`config.mk`:
```
export PLATFORM = sky130hd
export DESIGN_NAME = oled_spi_arbiter_flat
export DESIGN_NICKNAME = d
export VERILOG_FILES = /design/src/rtl/oled_spi_arbiter_if.sv /design/src/rtl/oled_spi_arbiter.sv /design/src/flat_wrapper.sv
export SDC_FILE = /design/constraint.sdc
export NUM_CORES = 1
export LEC_CHECK = 0
export ABC_AREA = 1
export CAP_MARGIN = 20
export CORE_MARGIN = 5
export CORE_UTILIZATION = 42
export CTS_CLUSTER_SIZE = 30
export DETAILED_ROUTE_END_ITERATION = 8
export PLACE_DENSITY = 0.77
export SYNTH_ARGS = -nofsm -noshare
export SYNTH_HDL_FRONTEND = slang
export SYNTH_SLANG_ARGS = --single-unit
```
`constraint.sdc`:
```
create_clock -name clk -period 2.2 [get_ports clk]
set_input_delay 0.44 -clock clk [delete_from_list [all_inputs] [get_ports clk]]
set_output_delay 0.44 -clock clk [all_outputs]
set_load 0.005 [all_outputs]
```
`src/rtl/oled_spi_arbiter_if.sv`:
```
// rtl/oled_spi_arbiter_if.sv - requester/SPI-transmitter bundle for the OLED SPI arbiter
interface oled_spi_arbiter_if #(
    parameter int N_REQ        = 3,
    parameter int PACKET_WIDTH = 8
);
    logic [N_REQ-1:0]              req_valid;
    logic [N_REQ*PACKET_WIDTH-1:0] req_data;
    logic [N_REQ-1:0]              req_dc;
    logic [N_REQ-1:0]              req_last;
    logic [N_REQ-1:0]              req_ready;
    logic                          spi_valid;
    logic [PACKET_WIDTH-1:0]       spi_data;
    logic                          spi_dc;
    logic                          spi_ready;
    logic                          spi_idle;
    logic                          cs_n;
    logic [N_REQ-1:0]              grant;
    logic                          busy;

    modport slave (
        input  req_valid, req_data, req_dc, req_last, spi_ready, spi_idle,
        output req_ready, spi_valid, spi_data, spi_dc, cs_n, grant, busy
    );

    modport master (
        output req_valid, req_data, req_dc, req_last, spi_ready, spi_idle,
        input  req_ready, spi_valid, spi_data, spi_dc, cs_n, grant, busy
    );
endinterface

```
`src/rtl/oled_spi_arbiter.sv`:
```
// rtl/oled_spi_arbiter.sv - round-robin packet arbiter sharing one OLED SPI byte transmitter
module oled_spi_arbiter #(
    parameter int N_REQ        = 3,
    parameter int PACKET_WIDTH = 8,
    parameter int GAP_CYCLES   = 4
) (
    input  logic                clk,
    input  logic                reset_n,
    oled_spi_arbiter_if.slave   bus
);
    localparam int IW = $clog2(N_REQ);
    localparam logic [7:0] GAP_LOAD = 8'(GAP_CYCLES);

    localparam logic [1:0] S_IDLE  = 2'd0;
    localparam logic [1:0] S_XFER  = 2'd1;
    localparam logic [1:0] S_DRAIN = 2'd2;
    localparam logic [1:0] S_GAP   = 2'd3;

    logic [1:0]              state_q, state_d;
    logic [IW-1:0]           owner_q, owner_d;
    logic [7:0]              gap_q, gap_d;
    logic [IW-1:0]           winner;
    logic [IW-1:0]           idx;
    logic                    found;
    logic                    in_xfer, owned, own_valid, xfer_fire;
    logic [PACKET_WIDTH-1:0] own_data;
    logic [N_REQ-1:0]        own_onehot;

    // owner_q doubles as last_owner: it is only rewritten when a new grant is registered
    always_comb begin
        winner = owner_q;
        found  = 1'b0;
        idx    = '0;
        for (int k = 1; k <= N_REQ; k++) begin
            idx = IW'((int'(owner_q) + k) % N_REQ);
            if (!found && bus.req_valid[idx]) begin
                found  = 1'b1;
                winner = idx;
            end
        end
    end

    assign in_xfer    = (state_q == S_XFER);
    assign owned      = in_xfer || (state_q == S_DRAIN);
    assign own_valid  = bus.req_valid[owner_q];
    assign own_data   = bus.req_data[int'(owner_q)*PACKET_WIDTH +: PACKET_WIDTH];
    assign own_onehot = {{(N_REQ-1){1'b0}}, 1'b1} << owner_q;
    assign xfer_fire  = in_xfer && own_valid && bus.spi_ready;

    always_comb begin
        state_d = state_q;
        owner_d = owner_q;
        gap_d   = gap_q;
        case (state_q)
            S_IDLE: begin
                if (found) begin
                    state_d = S_XFER;
                    owner_d = winner;
                end
            end
            S_XFER: begin
                if (xfer_fire && bus.req_last[owner_q]) state_d = S_DRAIN;
            end
            S_DRAIN: begin
                if (bus.spi_idle) begin
                    if (GAP_CYCLES == 0) begin
                        state_d = S_IDLE;
                    end else begin
                        state_d = S_GAP;
                        gap_d   = GAP_LOAD;
                    end
                end
            end
            S_GAP: begin
                gap_d = gap_q - 8'd1;
                if (gap_q <= 8'd1) state_d = S_IDLE;
            end
            default: state_d = S_IDLE;
        endcase
    end

    always_ff @(posedge clk or negedge reset_n) begin
        if (!reset_n) begin
            state_q <= S_IDLE;
            owner_q <= IW'(N_REQ - 1);
            gap_q   <= '0;
        end else begin
            state_q <= state_d;
            owner_q <= owner_d;
            gap_q   <= gap_d;
        end
    end

    // All outputs decode from registered state so reset clears them without a clock
    assign bus.spi_valid = in_xfer && own_valid;
    assign bus.spi_data  = (in_xfer && own_valid) ? own_data : '0;
    assign bus.spi_dc    = in_xfer && own_valid && bus.req_dc[owner_q];
    assign bus.req_ready = (in_xfer && bus.spi_ready) ? own_onehot : '0;
    assign bus.grant     = owned ? own_onehot : '0;
    assign bus.cs_n      = !owned;
    assign bus.busy      = (state_q != S_IDLE);
endmodule

```
`src/flat_wrapper.sv`:
```
// flat-port wrapper written by rule: the top's interface ports become plain ports
module oled_spi_arbiter_flat 
#(
    parameter int N_REQ        = 3,
    parameter int PACKET_WIDTH = 8,
    parameter int GAP_CYCLES   = 4
)
  (clk, reset_n, bus_req_valid, bus_req_data, bus_req_dc, bus_req_last, bus_spi_ready, bus_spi_idle, bus_req_ready, bus_spi_valid, bus_spi_data, bus_spi_dc, bus_cs_n, bus_grant, bus_busy);
  oled_spi_arbiter_if #(.N_REQ(N_REQ), .PACKET_WIDTH(PACKET_WIDTH)) bus_i ();
  input  logic clk;
  input  logic reset_n;
  input wire logic [$bits(bus_i.req_valid)-1:0] bus_req_valid;
  input wire logic [$bits(bus_i.req_data)-1:0] bus_req_data;
  input wire logic [$bits(bus_i.req_dc)-1:0] bus_req_dc;
  input wire logic [$bits(bus_i.req_last)-1:0] bus_req_last;
  input wire logic [$bits(bus_i.spi_ready)-1:0] bus_spi_ready;
  input wire logic [$bits(bus_i.spi_idle)-1:0] bus_spi_idle;
  output wire logic [$bits(bus_i.req_ready)-1:0] bus_req_ready;
  output wire logic [$bits(bus_i.spi_valid)-1:0] bus_spi_valid;
  output wire logic [$bits(bus_i.spi_data)-1:0] bus_spi_data;
  output wire logic [$bits(bus_i.spi_dc)-1:0] bus_spi_dc;
  output wire logic [$bits(bus_i.cs_n)-1:0] bus_cs_n;
  output wire logic [$bits(bus_i.grant)-1:0] bus_grant;
  output wire logic [$bits(bus_i.busy)-1:0] bus_busy;
  assign bus_i.req_valid = bus_req_valid;
  assign bus_i.req_data = bus_req_data;
  assign bus_i.req_dc = bus_req_dc;
  assign bus_i.req_last = bus_req_last;
  assign bus_i.spi_ready = bus_spi_ready;
  assign bus_i.spi_idle = bus_spi_idle;
  assign bus_req_ready = bus_i.req_ready;
  assign bus_spi_valid = bus_i.spi_valid;
  assign bus_spi_data = bus_i.spi_data;
  assign bus_spi_dc = bus_i.spi_dc;
  assign bus_cs_n = bus_i.cs_n;
  assign bus_grant = bus_i.grant;
  assign bus_busy = bus_i.busy;
  oled_spi_arbiter #(.N_REQ(N_REQ), .PACKET_WIDTH(PACKET_WIDTH), .GAP_CYCLES(GAP_CYCLES)) u_core (.clk(clk), .reset_n(reset_n), .bus(bus_i));
endmodule
```
==> results by group, run 1 <==
Yosys
  – Sequential share of the synthesized area: 0.237
  – Simple-Gate Fraction of Synth Area: 0.369
  – Ys flop type: dfrtp_1
  – Syn Nets: 251
  – Synthesized cell area: 0.00127 mm2
  – Post-synthesis xor/xnor area fraction: 0.0138
  – Unique masters post-synth: 25
  – Cells after synthesis: 203
  – Syn_area_per_cell: 6.27 um2
  – Synth Area in Compound Gates: 0.159
  – Largest family of logic cells by synthesized area: simple AND/OR/NAND/NOR gates
  – YS warnings: 0
  – Synth Register Bits: 12
  – EDFF count, synth: 0
  – Post-synthesis adder-cell area fraction: 0.108
  – Mux contribution to synthesized area: 0
  – Post-synth ARST share: 1.00

Pwr
  – Internal Power: 1.39 mW
  – Net Sw Power: 1.28 mW
  – LEAKAGE: 1.13 nW
  – Sequential fraction of design power: 0.148
  – Peak supply drop: 925 uV
  – Combinational Power Share: 0.785
  – Clock power share: 0.067
  – Sw Share: 0.479
  – Cell area power density: 1280 mW/mm2

Cells and area
  – Antenna cells: 0
  – Layout fillers: 257
  – Commonest non-fill, non-tap cell in the layout: nand2_1
  – # nets final: 328
  – Area of the multi-input gates: 891 um2
  – Final Util: 0.699
  – Final Cell Area: 0.00208 mm2
  – Reg area: 304 um2
  – Area growth syn-to-layout: 63.6%
  – Layout cell share with drive strength beyond 1: 0.204
  – Most frequent cells in the layout: nand2_1, clkdlybuf4s50_1, nor2_1

Routing
  – DRC: 0
  – 1st-iter DRT viols: 68
  – Top Metal Used: met3
  – Final wirelength: 4020 um
  – Met2 WL: 2000 um
  – Final antenna-violating net count: 0
  – WL met3: 172 um
  – Vias per cell: 4.87
  – Routed vias: 1519
  – Initial DRT Pass Iterations: 4
  – Metal1 wirelength: 1850 um
  – Routed len/inst: 12.9 um

Timing
  – Post-layout min period: 2.12 ns
  – Period utilisation layout: 0.963
  – Setup violations, final: 0
  – Final hold vios: 0
  – Fin Setup TNS: 0 ns
  – Final worst hold slack: 0.504 ns
  – Unrepaired setup endpoints after global routing: yes
  – Max Slew Vio Count: 0
  – Final critical-path setup slack: 0.0818 ns
  – Final Skew: 0.00908 ns
  – Max Clk Rate: 472 MHz
  – Worst slew pin tran: 0.531 ns
  – Rel. slew slack: 0.645

Global routing
  – Number of global-route vias before repair: 1347
  – Remaining Overflow, GRT: 0
  – Tot GR Track Use: 0.192
  – Largest net degree at the start of global routing: 13
  – Initial antenna violation count: 0
  – Global-route wire length before repair: 6500 um

Place
  – Dpl hpwl: 3080 um
  – Routability cong.: 0.905
  – Placed Area: 0.00193 mm2
  – Port buffer count: 54
  – Pre-CTS setup slack: -0.321 ns

CTS
  – Sink Count: 12
  – Post-CTS Hold Buffers: 0
  – CTS tree: done
  – Skew-Pair Late Insertion Delay: 0.28 ns
  – H-tree lvl count: 1
  – Clock buffer depth: 2
  – CTS Buf Count: 3
  – Reg clk slew, reported paths: 0.08 ns
  – Root Driver: clkbuf_4

Worst setup path
  – Worst reg2reg setup slack: 0.40 ns
  – Worst Path Max Fanout: 7
  – Reg2reg end: u_core.owner_q[0]
  – WP data required: 1.76 ns
  – WS Path Type: in -> out
  – Worst EP arrival: 1.68 ns
  – Setup crit start kind: input pin
  – Critical Path Sink Type: primary output
  – Worst flop-to-flop path startpoint: u_core.owner_q[1]
  – R2R depth: 10

Floorplan
  – Initial Util: 0.427
  – Core Footprint: 0.00298 mm2
  – Chip height: 65.0 um
  – Die X: 65.0 um
  – Row cnt: 20
  – IO Pins: 55
  – Die area: 0.00423 mm2

Run
  – Max-cap violation count: 0

Outcome
  – Run status: complete, no violations

Worst hold path
  – Min-delay worst type: in -> async
[power by group through the flow]
| stage | clock network, mW | registers (mW) | logic, mW |
|---|---|---|---|
| floorplan | 0 | 0.388 | 1.24 |
| global placement | 0 | 0.397 | 1.84 |
| detailed placement | 0 | 0.402 | 1.86 |
| CTS | 0.182 | 0.405 | 1.94 |
| global route | 0.195 | 0.407 | 2.37 |
| finish | 0.178 | 0.396 | 2.09 |
[kinds of logic (layout without fill, tap and decap cells)]
logic type                 Yosys count  after routing
xor gates and xnor gates             2              2
AOI/OAI and AO/OA                   32             32
buffers and inverters               36            112
DFF                                 12             12
and+or+nand+nor                    110            110
adders and majority gates           11             11
[area by class of cell]
cell class,count,share of cell area
inverter,32,0.0589
clock buffer,4,0.0174
timing repair buffer,76,0.330
tap,33,0.0198
multi-input combinational,155,0.428
sequential,12,0.146
[timing repair]
| action | in CTS | in global routing |
|---|---|---|
| pin swaps | 0 | 2 |
| gates resized for setup | 22 | 22 |
| endpoints found under the setup margin | 16 | 5 |
| cloned | 0 | 0 |
| setup buffers | 2 | 7 |
[worst max-delay path: stages]
cell and delay [ns]:
clkdlybuf4s50_1 0.48, inv_1 0.06, nand2_1 0.06, nand3_1 0.07, nand2_2 0.10, nand2_4 0.09, buf_4 0.14, inv_1 0.04
clkdlybuf4s15_1 0.19
[cell usage after synthesis (2+ instances only)]
library cell | count | area (um2)
nand2_1 | 44 | 165
nand3_1 | 18 | 90.1
ha_1 | 11 | 138
nor2_1 | 38 | 143
inv_2 | 5 | 18.8
dfrtp_1 | 11 | 275
nor2_2 | 2 | 12.5
a21oi_1 | 5 | 25.0
inv_1 | 27 | 101
o21ai_0 | 12 | 60.1
a2bb2oi_1 | 9 | 78.8
nand2_2 | 2 | 12.5
clkbuf_1 | 2 | 7.51
nand4_1 | 4 | 25.0
o21ai_1 | 3 | 15.0
[how the worst max path moves through the flow]
| stage | startpoint | endpoint | cells after the start |
|---|---|---|---|
| floorplan | u_core.owner_q[1] | u_core.owner_q[0] | 10 |
| global route | u_core.owner_q[0] | bus_spi_data[6] | 6 |
| detailed placement | bus_req_valid[0] | bus_spi_data[5] | 8 |
| finish | bus_req_valid[0] | bus_spi_valid | 9 |
| global placement | bus_req_valid[0] | bus_spi_data[7] | 8 |
| CTS | bus_req_valid[0] | bus_spi_data[5] | 8 |
[layer usage]
metal	GRT usage	vias up
met4	0.00777	0
li1	-	805
met2	0.324	41
met5	0	-
met3	0.0277	0
met1	0.272	673
[stage by stage]
stage	instances	total power, mW
2_1_floorplan	203	1.63
3_3_place_gp	299	2.24
3_5_place_dp	299	2.26
4_1_cts	305	2.53
5_1_grt	312	2.97
6_report	312	2.67
[flip-flops by register name (all words and copies together) (netlist names)]
register        flops
u_core.owner_q      2
u_core.gap_q        8
u_core.state_q      2
No activity file was read; power rests on OpenSTA's default activity.
==> run 2, diff against run 1 <==
--- a/config.mk
+++ b/config.mk
@@ -8,10 +8,11 @@
 export ABC_AREA = 1
 export CAP_MARGIN = 20
 export CORE_MARGIN = 5
-export CORE_UTILIZATION = 42
+export CORE_UTILIZATION = 46
 export CTS_CLUSTER_SIZE = 30
 export DETAILED_ROUTE_END_ITERATION = 8
-export PLACE_DENSITY = 0.77
+export GPL_TIMING_DRIVEN = 0
+export PLACE_DENSITY = 0.83
 export SYNTH_ARGS = -nofsm -noshare
 export SYNTH_HDL_FRONTEND = slang
 export SYNTH_SLANG_ARGS = --single-unit
==> constraint.sdc (replaced) <==
create_clock -name clk -period 2.75 [get_ports clk]
set_input_delay 0.55 -clock clk [delete_from_list [all_inputs] [get_ports clk]]
set_output_delay 0.55 -clock clk [all_outputs]
set_load 0.005 [all_outputs]
==> results by group, run 2 (synthesized netlist as in run 1, its figures left out) <==
CTS
  – Clock buffer depth: 2
  – CTS Buf Count: 3
  – Root Driver: clkbuf_4
  – Setup bufs post-CTS: 0
  – H-tree lvl count: 1
  – Sink Count: 12
  – CTS tree: done
  – Reg clk slew, reported paths: 0.07 ns
  – Skew-Pair Late Insertion Delay: 0.27 ns

Worst setup path
  – Critical Path Sink Type: primary output
  – WP data required: 2.20 ns
  – Worst Path Max Fanout: 10
  – Worst EP arrival: 2.12 ns
  – Setup crit start kind: input pin
  – WS Path Type: in -> out

Global routing
  – Global-route wire length before repair: 6380 um
  – Number of global-route vias before repair: 1354
  – Remaining Overflow, GRT: 0
  – Tot GR Track Use: 0.193
  – Initial antenna violation count: 0
  – Largest net degree at the start of global routing: 13

Floorplan
  – Die area: 0.00392 mm2
  – Core Footprint: 0.00271 mm2
  – Chip height: 62.6 um
  – Row cnt: 19
  – Die X: 62.6 um
  – IO Pins: 55
  – Initial Util: 0.470

Routing
  – Met2 WL: 1860 um
  – Final wirelength: 3720 um
  – Metal1 wirelength: 1650 um
  – DRC: 0
  – 1st-iter DRT viols: 83
  – Vias per cell: 5.01
  – Routed len/inst: 12.7 um
  – WL met3: 183 um
  – Routed vias: 1464
  – Top Metal Used: met4
  – Initial DRT Pass Iterations: 4
  – Final antenna-violating net count: 0

Cells and area
  – Layout cell share with drive strength beyond 1: 0.0996
  – Most flop-heavy register: u_core.gap_q
  – Most frequent cells in the layout: clkdlybuf4s50_1, nand2_1, nor2_1
  – Antenna cells: 0
  – # nets final: 310
  – Final Util: 0.705
  – Layout fillers: 254
  – Commonest non-fill, non-tap cell in the layout: clkdlybuf4s50_1
  – Area growth syn-to-layout: 50.2%
  – Number of flip-flops in the largest register: 8
  – Final Cell Area: 0.00191 mm2
  – Regs by FF count: u_core.gap_q: 8 flops, u_core.owner_q: 2 flops, u_core.state_q: 2 flops

Timing
  – Final hold vios: 0
  – Final Skew: 0.000309 ns
  – Setup violations, final: 0
  – Worst slew pin tran: 0.529 ns
  – Max Clk Rate: 375 MHz
  – Rel. slew slack: 0.646
  – Post-layout min period: 2.67 ns
  – Period utilisation layout: 0.970
  – Final critical-path setup slack: 0.0835 ns
  – Max Slew Vio Count: 0

Place
  – Placed Area: 0.00185 mm2
  – Pre-CTS setup slack: -0.0902 ns
  – Port buffer count: 54
  – Dpl hpwl: 3010 um
  – Routability cong.: 0.781

Pwr
  – Cell area power density: 1000 mW/mm2
  – LEAKAGE: 0.940 nW
  – Peak supply drop: 700 uV
  – Final Power: 1.91 mW

Outcome
  – Run status: complete, no violations

Worst hold path
  – Min-delay worst type: reg -> reg

Run
  – Max-cap violation count: 0
-- run 2: cell types whose count changed in the layout (fill, tap and decap cells not counted), moves of 3 or more --
cell,before,now
buf_4,22,1
clkdlybuf4s50_1,38,53
dlygate4sd2_1,5,0
clkbuf_2,5,1
dlymetal6s2s_1,5,1
ha_1,7,10
ha_4,3,0
-- run 2: what timing repair did --
action,in CTS,in global routing
resized for setup,2,8
setup endpoints to repair,10,10
pin swaps,0,1
hold buffers,0,0
-- run 2: metrics by stage --
step | hold WS (ns) | cells | TNS, ns
2_1_floorplan | 0.254 | 203 | 0
3_3_place_gp | 0.489 | 288 | -0.504
3_5_place_dp | 0.504 | 288 | -0.704
4_1_cts | 0.517 | 292 | 0
5_1_grt | 0.528 | 292 | -0.0114
6_report | 0.510 | 292 | 0
-- run 2: final cells by class --
type	count	area (um2)	share of cell area
multi-input combinational	155	845	0.442
timing repair buffer	54	543	0.284
sequential	12	302	0.158
inverter	32	120	0.0628
tap	31	38.8	0.0203
clock buffer	4	36.3	0.0190
buffer	4	27.5	0.0144
-- run 2: worst paths after layout --
path                            slack [ns]         startpoint  cells after the start           endpoint
max in group asynchronous             1.77            reset_n                      1  u_core.owner_q[1]
worst max-delay path                  0.08   bus_req_valid[0]                      8         bus_spi_dc
worst max register to register        0.68  u_core.owner_q[1]                     11  u_core.owner_q[0]
min in group asynchronous             0.62            reset_n                      1    u_core.gap_q[2]
worst min register to register        0.51  u_core.owner_q[1]                      2  u_core.owner_q[1]
worst min-delay path                  0.51  u_core.owner_q[1]                      2  u_core.owner_q[1]
-- run 2: power by group --
part	internal [mW]	switching [mW]
combinational	0.635	0.821
clock	0.0805	0.0586
sequential	0.259	0.0617
-- run 2: critical path, stage by stage --
cell and delay (ns):
clkdlybuf4s50_1 0.52, inv_1 0.07, nand2_1 0.06, nand3_1 0.07, nand2_2 0.09, nand2_4 0.10, nor2_2 0.14, clkdlybuf4s50_1 0.50
-- run 2: layer usage --
| metal | global-route usage | vias to the layer above |
|---|---|---|
| met5 | 0 | - |
| met4 | 0.0345 | 0 |
| met2 | 0.325 | 40 |
| met1 | 0.255 | 657 |
| met3 | 0.0432 | 2 |
| li1 | - | 765 |
==> run 3, diff against run 2 <==
--- a/config.mk
+++ b/config.mk
@@ -8,11 +8,11 @@
 export ABC_AREA = 1
 export CAP_MARGIN = 20
 export CORE_MARGIN = 5
-export CORE_UTILIZATION = 46
+export CORE_UTILIZATION = 42
 export CTS_CLUSTER_SIZE = 30
 export DETAILED_ROUTE_END_ITERATION = 8
 export GPL_TIMING_DRIVEN = 0
-export PLACE_DENSITY = 0.83
+export PLACE_DENSITY = 0.77
 export SYNTH_ARGS = -nofsm -noshare
 export SYNTH_HDL_FRONTEND = slang
 export SYNTH_SLANG_ARGS = --single-unit
==> constraint.sdc (replaced) <==
create_clock -name clk -period 2.57 [get_ports clk]
set_input_delay 0.514 -clock clk [delete_from_list [all_inputs] [get_ports clk]]
set_output_delay 0.514 -clock clk [all_outputs]
set_load 0.005 [all_outputs]
==> results by group, run 3 (synthesized netlist as in run 1, its figures left out) <==
Timing
  – Period utilisation layout: 0.961
  – Post-layout min period: 2.47 ns
  – Max Clk Rate: 405 MHz
  – Max Slew Vio Count: 0
  – Rel. slew slack: 0.641
  – Final critical-path setup slack: 0.0999 ns
  – Unrepaired setup endpoints after global routing: no
  – Final hold vios: 0
  – Final worst hold slack: 0.519 ns
  – Final Skew: 0.00508 ns
  – Setup violations, final: 0
  – Worst slew pin tran: 0.537 ns

Cells and area
  – Most frequent cells in the layout: clkdlybuf4s50_1, nand2_1, nor2_1
  – Antenna cells: 0
  – Layout cell share with drive strength beyond 1: 0.114
  – Reg area: 303 um2
  – Commonest non-fill, non-tap cell in the layout: clkdlybuf4s50_1
  – Regs by FF count: u_core.gap_q: 8 flops, u_core.owner_q: 2 flops, u_core.state_q: 2 flops
  – Area growth syn-to-layout: 52.3%
  – # nets final: 312
  – Number of flip-flops in the largest register: 8
  – Area of the multi-input gates: 852 um2
  – Most flop-heavy register: u_core.gap_q
  – Layout fillers: 283
  – Final Util: 0.651

Floorplan
  – Row cnt: 20
  – Core Footprint: 0.00298 mm2
  – IO Pins: 55
  – Die area: 0.00423 mm2
  – Initial Util: 0.427
  – Die X: 65.0 um
  – Chip height: 65.0 um

Run
  – Max-cap violation count: 0

Place
  – Dpl hpwl: 3070 um
  – Port buffer count: 54
  – Pre-CTS setup slack: -0.211 ns
  – Routability cong.: 0.849

Routing
  – Routed len/inst: 12.6 um
  – 1st-iter DRT viols: 50
  – Vias per cell: 4.95
  – Initial DRT Pass Iterations: 4
  – Routed vias: 1466
  – Final antenna-violating net count: 0
  – Final wirelength: 3720 um
  – DRC: 0

Pwr
  – Cell area power density: 1070 mW/mm2
  – Sw Share: 0.489
  – Clock power share: 0.073
  – Combinational Power Share: 0.759
  – Sequential fraction of design power: 0.168
  – LEAKAGE: 0.975 nW
  – Peak supply drop: 656 uV
  – Internal Power: 1.06 mW
  – Net Sw Power: 1.02 mW

Global routing
  – Largest net degree at the start of global routing: 13
  – Global-route wire length before repair: 6400 um
  – Remaining Overflow, GRT: 0
  – Tot GR Track Use: 0.189
  – Number of global-route vias before repair: 1389
  – Initial antenna violation count: 0

Worst setup path
  – Critical path's slowest cell: clkdlybuf4s50_1
  – Worst path max stage delay: 0.56 ns
  – Critical Path Sink Type: primary output
  – WS Path Type: in -> out
  – CP startpoint: bus_req_valid[2]
  – Setup crit start kind: input pin
  – WP data required: 2.06 ns
  – Reg2reg end: u_core.owner_q[0]
  – CP top delay family: buffers and inverters
  – Worst EP arrival: 1.96 ns
  – Worst reg2reg setup slack: 0.48 ns
  – Worst Path Max Fanout: 8
  – Critical Path Stages: 6
  – Worst flop-to-flop path startpoint: u_core.owner_q[1]
  – Crit path to: bus_spi_dc
  – Critical path buffer and inverter count: 2
  – CP Cell Sequence: clkdlybuf4s50_1, nand2_1, nand2_2, nand2_4, nor2_1, clkdlybuf4s50_1
  – Cell mode on critical path: clkdlybuf4s50_1
  – R2R depth: 11

CTS
  – Skew-Pair Late Insertion Delay: 0.28 ns
  – Clock buffer depth: 2
  – Reg clk slew, reported paths: 0.07 ns
  – Sink Count: 12
  – CTS tree: done
  – CTS Buf Count: 3
  – Root Driver: clkbuf_4
  – H-tree lvl count: 1

Outcome
  – Run status: complete, no violations

Worst hold path
  – Min-delay worst type: reg -> reg
[run 3: metrics by stage]
step	TNS, ns	power (mW)	instance area [um2]	instances
after floorplan	0	1.39	1270	203
after global routing	0	2.34	1940	296
final	0	2.08	1940	296
after global placement	-1.66	1.85	1850	290
after CTS	0	2.07	1920	296
after detailed placement	-1.82	1.88	1850	290
[run 3: worst register-to-register path, cell delays in order, from the launching register on]
cell      delay [ns]
dfstp_2         0.59
inv_2           0.07
clkbuf_4        0.19
ha_1            0.36
inv_2           0.08
nand2_1         0.06
nand3_1         0.07
nand2_2         0.13
nand3_1         0.16
nor2_1          0.14
nor2_1          0.05
a21oi_1         0.12
[run 3: layout make-up]
class | instances | share of cell area
buffer | 4 | 0.0181
sequential | 12 | 0.156
multi-input combinational | 155 | 0.440
tap | 33 | 0.0213
clock buffer | 4 | 0.0187
inverter | 32 | 0.0620
timing repair buffer | 56 | 0.284
[run 3: worst min path at each step]
stage	from	depth (start not counted)	end	slack, ns
4_1_cts	u_core.owner_q[1]	2	u_core.owner_q[1]	0.51
2_1_floorplan	reset_n	0	u_core.gap_q[0]	0.22
6_report	u_core.owner_q[1]	2	u_core.owner_q[1]	0.52
3_5_place_dp	u_core.owner_q[1]	2	u_core.owner_q[1]	0.49
5_1_grt	u_core.owner_q[1]	2	u_core.owner_q[1]	0.57
3_3_place_gp	u_core.owner_q[1]	2	u_core.owner_q[1]	0.49
[run 3: what timing repair did]
action,4_1_cts,5_1_grt
pin swaps,1,0
gates resized for setup,13,9
hold buffers,0,0
setup endpoints to repair,15,9
setup buffers,2,0
[run 3: power groups by stage]
stage / logic [mW] / clock network (mW) / registers (mW)
5_1_grt: 1.81 / 0.166 / 0.365
2_1_floorplan: 1.06 / 0 / 0.332
3_5_place_dp: 1.53 / 0 / 0.349
3_3_place_gp: 1.50 / 0 / 0.345
4_1_cts: 1.57 / 0.159 / 0.346
6_report: 1.58 / 0.152 / 0.350
[run 3: metal layers]
layer	global-route usage	part of all wire	vias to the layer above	wire length, um
met4	0.0233	0.0035	0	13
met1	0.247	0.47	656	1730
met5	0	0	-	0
met2	0.336	0.48	34	1800
met3	0.0277	0.046	3	172
li1	-	-	773	-
==> RTL edit 1: new RTL, config.mk and constraints of run 3 <==
Reset style: synchronous (`reset_n`), changed in one clocked block.
--- a/src/rtl/oled_spi_arbiter.sv
+++ b/src/rtl/oled_spi_arbiter.sv
@@ -79,7 +79,7 @@
         endcase
     end
 
-    always_ff @(posedge clk or negedge reset_n) begin
+    always_ff @(posedge clk) begin
         if (!reset_n) begin
             state_q <= S_IDLE;
             owner_q <= IW'(N_REQ - 1);
Function: differs if reset_n is asserted again (counterexample within 4 cycles, from zero or initial values and one cycle with reset_n low); with reset_n held inactive, the same outputs for 10 cycles.
==> RTL edit 1 against run 3 <==
Routed wire length is 0.48% higher; sequential cell count stayed put; clock power fell by 22%; sequential share of layout area down 2.9 points; cell area shrank 2.6%; fmax grew 1.4%; largest power group unchanged; combinational power fell by 15%; core utilization up 2.2 points; first-iteration DRC count down 12%; area after synthesis decreased by 1.6%; clock skew decreased by 0.00066 ns; worst setup slack gained 0.035 ns; total power is 15% lower; critical path depth did not move.
==> RTL edit 1: results (changes against run 3) <==
metric;value;unit;change
clock_skew;0.00443;ns;-0.000656 ns
p_leak;0.939;nW;-3.7%
num_vias;1426;;-2.7%
async_flop_share;0;;-1.00
ys_seq_area_frac;0.192;;-0.0452
grt_pass1_vias;1242;;-11%
synth-main-ff-cell;dfxtp_1;;
grt_pass1_wl;5890;um;-7.9%
avgSynthCellArea;6.11;um2;-2.5%
cpPeakStageDelay;0.51;ns;-0.05 ns
drt_iter0_markers;44;;-12%
synth_area_leaders;dfxtp_1 (19%), nand2_1 (14%), ha_1 (11%), nor2_1 (11%), inv_1 (8.1%);;
dp_cells;289;;-0.34%
p_sw;0.876;mW;-14%
synth_cell_type_count;26;;+4.0%
cts_made_buffers;3;;unchanged
peakVddDrop;0.000733;V;+12%
fillers;273;;-3.5%
port_buffers;53;;-1.9%
gp_congestion;0.843;;-0.70%
ant_nets;0;;unchanged
reg.largest.list;u_core.gap_q: 8 flops, u_core.owner_q: 2 flops, u_core.state_q: 2 flops;;
routed_wl;3740;um;+0.48%
dpl_worst_slack;-0.174;ns;+0.0366 ns
cts_buffer_depth;2;;unchanged
antenna_found_initial;0;;unchanged
placed_area;1820;um2;-1.8%
multi_input_area;888;um2;+4.3%
yosys-top-cells-count;nand2_1 (46), nor2_1 (36), inv_1 (27);;
arrival;1.92;ns;-0.04 ns
tightest_slew;0.309;ns;-0.228 ns
groute.usage.overall;0.175;;-0.0136
critPathSlowestCell;clkdlybuf4s50_1;;
cp_max_fo;12;;+4
post-dp-hpwl;2900;um;-5.6%
nNetsFinal;313;;+0.32%
status;completed;;
final_cells;294;;-0.68%
drive_gt1_frac;0.125;;+0.0114
syn_nets;253;;+0.80%
==> RTL edit 1: cell count changes in the layout (fill, tap and decap cells not counted), sizes merged, moves of 2 or more <==
| cell | before | now |
|---|---|---|
| clkbuf | 6 | 4 |
| clkdlybuf4s50 | 47 | 49 |
| dfrtp | 11 | 0 |
| dfxtp | 0 | 12 |
| dlygate4sd2 | 6 | 2 |
| nand2 | 46 | 51 |
| nand3 | 19 | 11 |
| nand3b | 0 | 2 |
| o21ai | 16 | 14 |
==> RTL edit 1: layout make-up <==
class                   count  share of cell area
multi-input cells         156               0.471
inverters                  33              0.0656
repair buffers             54               0.286
flip-flops and latches     12               0.127
plain buffers               5              0.0179
clock buffers               3              0.0119
well taps                  31              0.0205
==> RTL edit 1: metal layers <==
layer,part of all wire,vias up,GRT usage
met3,0.048,2,0.0449
met1,0.51,616,0.243
met2,0.44,39,0.281
met4,0.0040,0,0.0237
li1,-,769,-
met5,0,-,0
==> RTL edit 1: final timing paths <==
path,start,endpoint,slack (ns),depth (start not counted)
max,u_core.owner_q[1],bus_req_ready[1],0.14,6
min,u_core.gap_q[0],u_core.gap_q[0],0.46,1
max reg2reg,u_core.owner_q[0],u_core.owner_q[0],0.50,12
min reg2reg,u_core.gap_q[0],u_core.gap_q[0],0.46,1
==> RTL edit 1: power groups by stage <==
stage,sequential (mW),clock (mW),combinational (mW)
global placement,0.316,0,1.27
finish,0.315,0.119,1.34
CTS,0.315,0.123,1.29
detailed placement,0.319,0,1.28
global route,0.326,0.133,1.52
floorplan,0.305,0,0.919
==> RTL edit 1: logic make-up after synthesis <==
logic type                 share of synthesized area
AOI/OAI and AO/OA                              0.173
xor gates and xnor gates                      0.0140
adders and majority gates                      0.110
buffers and inverters                          0.124
DFF                                            0.192
and+or+nand+nor                                0.388
==> RTL edit 1: timing repair <==
action                     in CTS  in global routing
gates cloned                    0                  1
setup endpoints to repair      10                 10
setup buffers                   0                  1
resized for setup               4                  8
==> RTL edit 1: critical path, delay by kind of cell, from the launching register on <==
| family | cells | cell delay, ns |
|---|---|---|
| buffers and inverters | 4 | 0.88 |
| adders and majority gates | 1 | 0.29 |
| DFF | 1 | 0.37 |
| and+or+nand+nor | 1 | 0.10 |
==> RTL edit 2: new RTL, flow settings as in run 3 <==
Made on the original files. `PACKET_WIDTH` is set to 8 in 3 places; all go to 12.
--- a/src/rtl/oled_spi_arbiter_if.sv
+++ b/src/rtl/oled_spi_arbiter_if.sv
@@ -1,7 +1,7 @@
 // rtl/oled_spi_arbiter_if.sv - requester/SPI-transmitter bundle for the OLED SPI arbiter
 interface oled_spi_arbiter_if #(
     parameter int N_REQ        = 3,
-    parameter int PACKET_WIDTH = 8
+    parameter int PACKET_WIDTH = 12
 );
     logic [N_REQ-1:0]              req_valid;
     logic [N_REQ*PACKET_WIDTH-1:0] req_data;
--- a/src/rtl/oled_spi_arbiter.sv
+++ b/src/rtl/oled_spi_arbiter.sv
@@ -1,7 +1,7 @@
 // rtl/oled_spi_arbiter.sv - round-robin packet arbiter sharing one OLED SPI byte transmitter
 module oled_spi_arbiter #(
     parameter int N_REQ        = 3,
-    parameter int PACKET_WIDTH = 8,
+    parameter int PACKET_WIDTH = 12,
     parameter int GAP_CYCLES   = 4
 ) (
     input  logic                clk,
--- a/src/flat_wrapper.sv
+++ b/src/flat_wrapper.sv
@@ -2,7 +2,7 @@
 module oled_spi_arbiter_flat 
 #(
     parameter int N_REQ        = 3,
-    parameter int PACKET_WIDTH = 8,
+    parameter int PACKET_WIDTH = 12,
     parameter int GAP_CYCLES   = 4
 )
   (clk, reset_n, bus_req_valid, bus_req_data, bus_req_dc, bus_req_last, bus_spi_ready, bus_spi_idle, bus_req_ready, bus_spi_valid, bus_spi_data, bus_spi_dc, bus_cs_n, bus_grant, bus_busy);
Ports: changed (resized bus_req_data and bus_spi_data); port bits go from 55 to 71. No check against the original RTL was run, so the function may have changed too.
==> RTL edit 2 against run 3 <==
Critical path type is now reg2out; cell area rose by 20%; highest routed layer unchanged; clock power shrank 19%; total power up 15%; fmax shrank 0.25%; sequential cell count stayed put; first-iteration DRC count rose by 60%; hold slack better by 0.027 ns; area after synthesis rose by 13%; routed wire length up 21%; worst setup slack got worse by 0.0061 ns.
==> RTL edit 2: results (changes against run 3) <==
metric;value;unit;change
cts.repair.resized;14;;+1
synth_compound_area_frac;0.169;;+0.00940
met2_wirelength;1950;um;+8.2%
peakVddDrop;0.000616;V;-6.1%
synth_xor_area_frac;0.0183;;+0.00449
bufAreaShareNonClock;0.356;;+0.0536
wl_per_cell;12.8;um;+1.8%
drt_iter0_markers;80;;+60%
nNetsFinal;368;;+18%
status;completed;;
clk_share;0.0113;;-0.00746
dpl_worst_slack;-0.222;ns;-0.0110 ns
wl_met3;442;um;+160%
inv_count;33;;+3.1%
synth_fa_ha_area_frac;0.0957;;-0.0125
cts_setup_buffers;3;;+1
p_leak;1.27;nW;+30%
wl_met1;2100;um;+21%
p_clk_frac;0.051;;-0.022
gr-usage-met3;0.0519;;+0.0241
clock_skew;0.00810;ns;+0.00302 ns
fillers;299;;+5.7%
multi_input_cells;174;;+12%
grt_pass1_wl;7260;um;+13%
groute.usage.overall;0.196;;+0.00765
met1_usage;0.262;;+0.0144
yosys-top-cells-count;nand2_1 (48), nor2_1 (42), inv_1 (22);;
post-dp-hpwl;3550;um;+15%
syn_nets;285;;+14%
[RTL edit 2: changes by cell type after synthesis, moves of 4 or more]
cell       delta
inv_1         -5
a2bb2oi_1     +4
nor2_1        +4
inv_2         +4
nand2_1       +4
[RTL edit 2: final timing paths]
kind,end,slack [ns],startpoint,cells past startpoint
worst max-delay path,bus_spi_valid,0.09,u_core.owner_q[1],8
max in group asynchronous,u_core.owner_q[1],1.61,reset_n,1
worst max register to register,u_core.state_q[1],0.61,u_core.owner_q[1],10
worst min register to register,u_core.state_q[0],0.55,u_core.state_q[0],2
min in group asynchronous,u_core.gap_q[5],0.58,reset_n,1
worst min-delay path,u_core.state_q[0],0.55,u_core.state_q[0],2
[RTL edit 2: through the flow]
step	cell area (um2)	TNS (ns)
after floorplan	1440	0
after global placement	2200	-1.79
after CTS	2250	0
final	2330	0
after detailed placement	2200	-1.85
after global routing	2330	0
[RTL edit 2: worst min-delay path, stage by stage, from the launching register on]
cell	delay, ns
dfrtp_1	0.40
nand2_1	0.07
nand2_1	0.05
